$ cat src/rtl/interl_pkg.sv
// Shared sizing for the block interleaver: matrix shape, RAM address width and
// the derived bank/park addresses used by the controller and the wrapper.
package interl_pkg;
    localparam int ADDR_WIDTH = 14;
    localparam int ROWS       = 64;
    localparam int COLS       = 120;
    localparam int N          = ROWS * COLS;
    localparam int BANK       = 2 ** (ADDR_WIDTH - 1);
    localparam int PARK       = 2 ** ADDR_WIDTH - 1;

    // Counter width for a 0..range-1 counter, never narrower than one bit.
    function automatic int cnt_w(input int range);
        return (range > 1) ? $clog2(range) : 1;
    endfunction
endpackage

$ cat src/rtl/interl_rc_cnt.sv
// Two-level wrap counter: inner runs 0..INNER-1, outer advances on inner wrap.
// last_o flags the final (INNER-1, OUTER-1) position so callers can swap banks.
module interl_rc_cnt
    import interl_pkg::*;
#(
    parameter int INNER = 3,
    parameter int OUTER = 4
) (
    input  logic                    clk,
    input  logic                    clr_i,
    input  logic                    step_i,
    output logic [cnt_w(INNER)-1:0] inner_o,
    output logic [cnt_w(OUTER)-1:0] outer_o,
    output logic                    last_o
);
    localparam int IW = cnt_w(INNER);
    localparam int OW = cnt_w(OUTER);

    logic [IW-1:0] inner_q, inner_d;
    logic [OW-1:0] outer_q, outer_d;
    logic          inner_wrap;

    assign inner_wrap = (inner_q == IW'(INNER - 1));
    assign last_o     = inner_wrap && (outer_q == OW'(OUTER - 1));
    assign inner_o    = inner_q;
    assign outer_o    = outer_q;

    always_comb begin
        inner_d = inner_q;
        outer_d = outer_q;
        if (step_i) begin
            if (inner_wrap) begin
                inner_d = '0;
                outer_d = last_o ? '0 : outer_q + 1'b1;
            end else begin
                inner_d = inner_q + 1'b1;
            end
        end
    end

    always_ff @(posedge clk) begin
        if (clr_i) begin
            inner_q <= '0;
            outer_q <= '0;
        end else begin
            inner_q <= inner_d;
            outer_q <= outer_d;
        end
    end
endmodule

$ cat src/rtl/interl_addr_ctrl.sv
// Address and flow control for a ping-pong ROWS x COLS block interleaver:
// one RAM bank is filled row-wise while the other is drained column-wise.
module interl_addr_ctrl #(
    parameter int ADDR_WIDTH = interl_pkg::ADDR_WIDTH,
    parameter int ROWS       = interl_pkg::ROWS,
    parameter int COLS       = interl_pkg::COLS
) (
    input  logic                  clk,
    input  logic                  rst,
    input  logic                  s_data,
    input  logic                  s_valid,
    output logic                  s_ready,
    output logic [ADDR_WIDTH-1:0] wr_ram_counter,
    output logic                  in_bit_data,
    output logic [ADDR_WIDTH-1:0] r_ram_counter,
    input  logic                  read_data_out,
    output logic                  m_data,
    output logic                  m_valid,
    input  logic                  m_ready,
    output logic                  m_last
);
    import interl_pkg::cnt_w;

    localparam int BANK = 2 ** (ADDR_WIDTH - 1);
    localparam int PARK = 2 ** ADDR_WIDTH - 1;
    localparam logic [ADDR_WIDTH-1:0] BANK_A = ADDR_WIDTH'(BANK);
    localparam logic [ADDR_WIDTH-1:0] PARK_A = ADDR_WIDTH'(PARK);
    localparam logic [ADDR_WIDTH-1:0] COLS_A = ADDR_WIDTH'(COLS);

    logic [cnt_w(ROWS)-1:0] row, r;
    logic [cnt_w(COLS)-1:0] col, c;
    logic                   wr_hs, wr_last, rd_adv, rd_last;
    logic [1:0]             full_q, full_d;
    logic                   wb_q, wb_d, rb_q, rb_d;
    logic                   m_data_q, m_data_d, m_valid_q, m_valid_d, m_last_q, m_last_d;

    // s_ready comes from registered flags only, so s_valid never loops back to it.
    assign s_ready = !full_q[wb_q];
    assign wr_hs   = s_valid && s_ready && !rst;
    assign rd_adv  = full_q[rb_q] && (!m_valid_q || m_ready);

    // The RAM writes on every edge, so idle cycles are steered to the park address.
    assign wr_ram_counter = wr_hs ? (wb_q ? BANK_A : '0) + ADDR_WIDTH'(row) * COLS_A + ADDR_WIDTH'(col)
                                  : PARK_A;
    assign r_ram_counter  = (rb_q ? BANK_A : '0) + ADDR_WIDTH'(r) * COLS_A + ADDR_WIDTH'(c);
    assign in_bit_data    = s_data;
    assign m_data         = m_data_q;
    assign m_valid        = m_valid_q;
    assign m_last         = m_last_q;

    interl_rc_cnt #(.INNER(COLS), .OUTER(ROWS)) u_wr_cnt (
        .clk(clk), .clr_i(rst), .step_i(wr_hs),
        .inner_o(col), .outer_o(row), .last_o(wr_last)
    );

    interl_rc_cnt #(.INNER(ROWS), .OUTER(COLS)) u_rd_cnt (
        .clk(clk), .clr_i(rst), .step_i(rd_adv),
        .inner_o(r), .outer_o(c), .last_o(rd_last)
    );

    // Write needs !full[wb] and read needs full[rb], so both updates never hit one bank.
    always_comb begin
        full_d = full_q;
        wb_d   = wb_q;
        rb_d   = rb_q;
        if (wr_hs && wr_last) begin
            full_d[wb_q] = 1'b1;
            wb_d         = ~wb_q;
        end
        if (rd_adv && rd_last) begin
            full_d[rb_q] = 1'b0;
            rb_d         = ~rb_q;
        end
    end

    always_comb begin
        m_data_d  = m_data_q;
        m_valid_d = m_valid_q;
        m_last_d  = m_last_q;
        if (rd_adv) begin
            m_data_d  = read_data_out;
            m_valid_d = 1'b1;
            m_last_d  = rd_last;
        end else if (m_valid_q && m_ready) begin
            m_valid_d = 1'b0;
        end
    end

    always_ff @(posedge clk) begin
        if (rst) begin
            full_q    <= '0;
            wb_q      <= 1'b0;
            rb_q      <= 1'b0;
            m_data_q  <= 1'b0;
            m_valid_q <= 1'b0;
            m_last_q  <= 1'b0;
        end else begin
            full_q    <= full_d;
            wb_q      <= wb_d;
            rb_q      <= rb_d;
            m_data_q  <= m_data_d;
            m_valid_q <= m_valid_d;
            m_last_q  <= m_last_d;
        end
    end
endmodule

$ cat config.mk
export PLATFORM = sky130hd
export DESIGN_NAME = interl_addr_ctrl
export DESIGN_NICKNAME = d
export VERILOG_FILES = /design/src/rtl/interl_pkg.sv /design/src/rtl/interl_rc_cnt.sv /design/src/rtl/interl_addr_ctrl.sv
export SDC_FILE = /design/constraint.sdc
export NUM_CORES = 1
export LEC_CHECK = 0
export CORE_MARGIN = 2
export CORE_UTILIZATION = 40
export CTS_CLUSTER_DIAMETER = 60
export CTS_CLUSTER_SIZE = 8
export DETAILED_ROUTE_END_ITERATION = 8
export GPL_ROUTABILITY_DRIVEN = 0
export GPL_TIMING_DRIVEN = 0
export PLACE_DENSITY = 0.72
export REMOVE_ABC_BUFFERS = 1
export SLEW_MARGIN = 0
export SYNTH_ARGS = -nofsm -noshare
export SYNTH_HDL_FRONTEND = slang
export SYNTH_SLANG_ARGS = --single-unit
$ cat constraint.sdc
create_clock -name clk -period 4.1 [get_ports clk]
set_input_delay 0.82 -clock clk [delete_from_list [all_inputs] [get_ports clk]]
set_output_delay 0.82 -clock clk [all_outputs]
set_load 0.03 [all_outputs]
==> impl_metrics.prom <==
# TYPE chip_impl_metric gauge
chip_impl_info{name="outcome",value="finished, violations left"} 1
chip_impl_info{name="failing_checks",value="negative setup slack"} 1
chip_impl_metric{name="post-dp-hpwl",unit="um"} 5334
chip_impl_metric{name="leakagePower",unit="nW"} 1.870
chip_impl_metric{name="timing.critical_path.slowest_cell_delay",unit="ns"} 0.58
chip_impl_metric{name="wire_length_per_cell_after_detailed_routing",unit="um"} 13.47
chip_impl_metric{name="skew",unit="ns"} 0.004853
chip_impl_metric{name="clk_latency",unit="ns"} 0.28
chip_impl_info{name="worstHoldPathType",value="reg -> reg"} 1
chip_impl_metric{name="power.net_switching",unit="mW"} 0.1502
chip_impl_metric{name="design_area",unit="sq um"} 4352
chip_impl_metric{name="placed_cell_area",unit="sq um"} 3780
chip_impl_info{name="synth.top_cells.by_area",value="sky130_fd_sc_hd__dfxtp_1 20%, sky130_fd_sc_hd__ha_1 16%, sky130_fd_sc_hd__fa_1 12%, sky130_fd_sc_hd__inv_1 5.6%, sky130_fd_sc_hd__xnor2_1 4.7%"} 1
chip_impl_info{name="synthDominantAreaCellType",value="sky130_fd_sc_hd__dfxtp_1"} 1
chip_impl_metric{name="floorplan.die.height",unit="um"} 95.61
chip_impl_metric{name="setup_tns",unit="ns"} -3.028
chip_impl_metric{name="share_of_yosys_cell_area_claimed_by_the_top_area_cell_type",unit="%"} 19.68
chip_impl_metric{name="numClockSinks",unit=""} 33
chip_impl_metric{name="drv_cap",unit=""} 0
chip_impl_metric{name="die-area",unit="sq um"} 9141
chip_impl_metric{name="pre_cts_slack",unit="ns"} -1.114
chip_impl_metric{name="power_density",unit="nW/um^2"} 147.6
chip_impl_info{name="type_of_origin_of_the_critical_path",value="flop"} 1
chip_impl_info{name="category_of_the_most_critical_setup_path",value="reg -> out"} 1
chip_impl_metric{name="final_net_count",unit=""} 534
chip_impl_metric{name="critPathArrivalTime",unit="ns"} 3.92
chip_impl_info{name="synth_top_flop_cell",value="sky130_fd_sc_hd__dfxtp_1"} 1
chip_impl_metric{name="ir_worst_vdd",unit="mV"} 0.1393
chip_impl_metric{name="synth-seq-cells",unit=""} 33
chip_impl_metric{name="yosys.cell_types.count",unit=""} 44
chip_impl_metric{name="timing.slew.headroom",unit="%"} 49.35
chip_impl_metric{name="globalRouteTotalUtil",unit="%"} 17.18
chip_impl_metric{name="cts_buffer_depth",unit=""} 2
chip_impl_metric{name="setup_violations",unit=""} 10
chip_impl_metric{name="clk_transition_reported_paths",unit="ns"} 0.07
chip_impl_metric{name="detailed_router_s_first_iteration_violation_count",unit=""} 112
chip_impl_metric{name="antenna-diode-count",unit=""} 0
chip_impl_metric{name="synth_cells",unit=""} 415
chip_impl_metric{name="route.detailed.vias_per_inst",unit=""} 5.189
chip_impl_metric{name="chipWidth",unit="um"} 95.61
chip_impl_metric{name="crit_fanout",unit=""} 5
chip_impl_metric{name="first_global_vias",unit=""} 2844
chip_impl_metric{name="synth-async-reset-ratio",unit="%"} 0
chip_impl_metric{name="power.internal",unit="mW"} 0.4920
chip_impl_metric{name="setup_slack",unit="ns"} -0.6364
chip_impl_metric{name="holdPathStages",unit=""} 2
chip_impl_metric{name="routed-via-count",unit=""} 2968
chip_impl_metric{name="clock_buffer_count_from_cts",unit=""} 5
chip_impl_info{name="grt_setup_unrepaired",value="true"} 1
chip_impl_metric{name="routed_wirelength",unit="um"} 7706
chip_impl_metric{name="final.min_clock_period",unit="ns"} 4.736
chip_impl_metric{name="syn_avg_cell_area",unit="sq um"} 8.089
chip_impl_metric{name="seq_area_frac_synth",unit="%"} 19.68
chip_impl_metric{name="combPwrFrac",unit="%"} 8.3
chip_impl_metric{name="synthesis.yosys.warnings",unit=""} 0
chip_impl_info{name="final_cell_mix",value="43 x sky130_fd_sc_hd__inv_1, 37 x sky130_fd_sc_hd__ha_1, 35 x sky130_fd_sc_hd__nand2_1"} 1
chip_impl_metric{name="power_frac_seq",unit="%"} 50.0
chip_impl_metric{name="placement_rows",unit=""} 33
chip_impl_metric{name="placeableCoreArea",unit="sq um"} 8175
chip_impl_metric{name="max_freq",unit="MHz"} 211.1
chip_impl_metric{name="area_growth_syn_to_layout",unit="%"} 29.63
chip_impl_metric{name="timing.final.hold_violations",unit=""} 0
chip_impl_metric{name="firstDrtPassIters",unit=""} 4
chip_impl_metric{name="drive_above_1_share",unit="%"} 22.91
chip_impl_metric{name="drc",unit=""} 0
chip_impl_info{name="cp_cell_sequence",value="fa_1 -> fa_1 -> buf_4 -> ha_1 -> a211oi_2 -> nor2_2 -> xnor2_2 -> or4_4 -> buf_4 -> o31ai_1 -> nand3_1 -> buf_6"} 1
chip_impl_info{name="endpoint_kind",value="primary output"} 1
chip_impl_metric{name="worst-slew-pin-transition",unit="ns"} 0.7564
chip_impl_metric{name="final_period_utilization",unit="%"} 115.5
chip_impl_metric{name="p_clk_share",unit="%"} 41.6
chip_impl_metric{name="grt_first_pass_wirelength",unit="um"} 12720
chip_impl_info{name="layout.cells.most_common",value="sky130_fd_sc_hd__inv_1"} 1
chip_impl_metric{name="grt_max_degree",unit=""} 36
chip_impl_metric{name="synth_area",unit="sq um"} 3357
chip_impl_metric{name="utilization",unit="%"} 53.23
chip_impl_metric{name="initial_utilization",unit="%"} 41.06
chip_impl_metric{name="slew_viol_final",unit=""} 0
chip_impl_metric{name="synth-edff-count",unit=""} 0
chip_impl_metric{name="htreeDepth",unit=""} 2
chip_impl_metric{name="port_buffer_cells",unit=""} 36
chip_impl_metric{name="post_route_worst_hold_slack",unit="ns"} 0.4720
chip_impl_info{name="tritoncts",value="done"} 1
chip_impl_info{name="root_buffer",value="sky130_fd_sc_hd__clkbuf_8"} 1
chip_impl_info{name="critPathSlowestCell",value="sky130_fd_sc_hd__fa_1"} 1
chip_impl_metric{name="critical_path_required",unit="ns"} 3.28
chip_impl_metric{name="global_route.overflow_total",unit=""} 0
chip_impl_metric{name="detail-route-antenna-nets",unit=""} 0
chip_impl_metric{name="top_level_ports",unit=""} 39
chip_impl_metric{name="share_of_total_power_consumed_by_net_switching",unit="%"} 23.39
chip_impl_metric{name="grt_antenna_before_repair",unit=""} 0
chip_impl_metric{name="ff2ff_path_depth",unit=""} 6
critical path, delay by kind of cell, from the launching register on:
kind	cells	cell delay (ns)
flops	1	0.35
xor+xnor	1	0.20
compound gates	2	0.51
simple gates	3	0.78
buf+inv	3	0.48
fa+ha+maj	3	1.32
metrics by stage:
step	total power [mW]	instances
floorplan	0.3581	401
global placement	0.3845	542
detailed placement	0.3849	542
CTS	0.6484	565
global route	0.6688	572
finish	0.6423	572
worst paths after layout:
kind	slack (ns)	endpoint	from
min	0.47	m_data$_SDFFE_PP0P_	m_data$_SDFFE_PP0P_
min reg2reg	0.47	m_data$_SDFFE_PP0P_	m_data$_SDFFE_PP0P_
max	-0.64	wr_ram_counter[13]	u_wr_cnt.outer_o[1]$_SDFFE_PP0P_
max reg2reg	1.43	u_wr_cnt.outer_o[4]$_SDFFE_PP0P_	wb_q$_SDFFE_PP0P_
synth_stat cells (all sizes together), types with 8 or more instances:
library cell  number
inv               50
ha                42
nand2             36
dfxtp             33
a21oi             32
nor2              29
fa                20
xnor2             18
nor3              17
o21ai             17
nand3             15
xor2              14
clkbuf             9
nand4              8
nor2b              8
repair_timing:
action | 4_1_cts | 5_1_grt
resized for setup | 130 | 48
setup endpoints to repair | 22 | 15
buffers inserted | 15 | 7
pin swaps | 16 | 19
hold buffers | 0 | 0
registers in the layout, summed over array words and instances, names as in the netlist:
name              count
wb_q                  1
rb_q                  1
m_last                1
m_data                1
u_rd_cnt.outer_o      7
u_wr_cnt.inner_o      7
full_q                2
u_rd_cnt.inner_o      6
u_wr_cnt.outer_o      6
m_valid               1
power by group through the flow:
stage | Sequential, mW | Combinational [mW] | Clock, mW
2_1_floorplan | 0.331 | 0.0267 | 0
3_3_place_gp | 0.332 | 0.0525 | 0
3_5_place_dp | 0.332 | 0.0529 | 0
4_1_cts | 0.322 | 0.0535 | 0.273
5_1_grt | 0.321 | 0.0577 | 0.290
6_report | 0.321 | 0.0536 | 0.267
final cells by class:
type | count | area, sq um
multi-input cells | 318 | 2716
clock inverters | 1 | 5.005
inverters | 50 | 190.2
flip-flops and latches | 33 | 685.7
well taps | 105 | 131.4
repair buffers | 58 | 526.8
clock buffers | 7 | 96.34
fillers | 720 | 3824
kinds of logic (layout without fill, tap and decap cells):
logic type / count (synthesis) / in the layout / synth area share (%)
AOI/OAI and AO/OA: 72 / 72 / 12.86
xor gates and xnor gates: 32 / 32 / 8.349
adders and majority gates: 62 / 62 / 27.58
buffers and inverters: 64 / 116 / 7.641
DFF: 33 / 33 / 19.68
muxes: 6 / 6 / 1.789
and+or+nand+nor: 146 / 146 / 22.10
routing by layer:
layer / routed length (um) / track usage (%) / vias to the layer above
met5: 0 / 0 / -
met4: 27 / 2.857 / 0
met3: 170 / 2.451 / 2
met2: 3930 / 30.59 / 42
met1: 3577 / 22.32 / 1421
li1: - / - / 1503
Note: power is estimated with default switching activity, not from simulation.
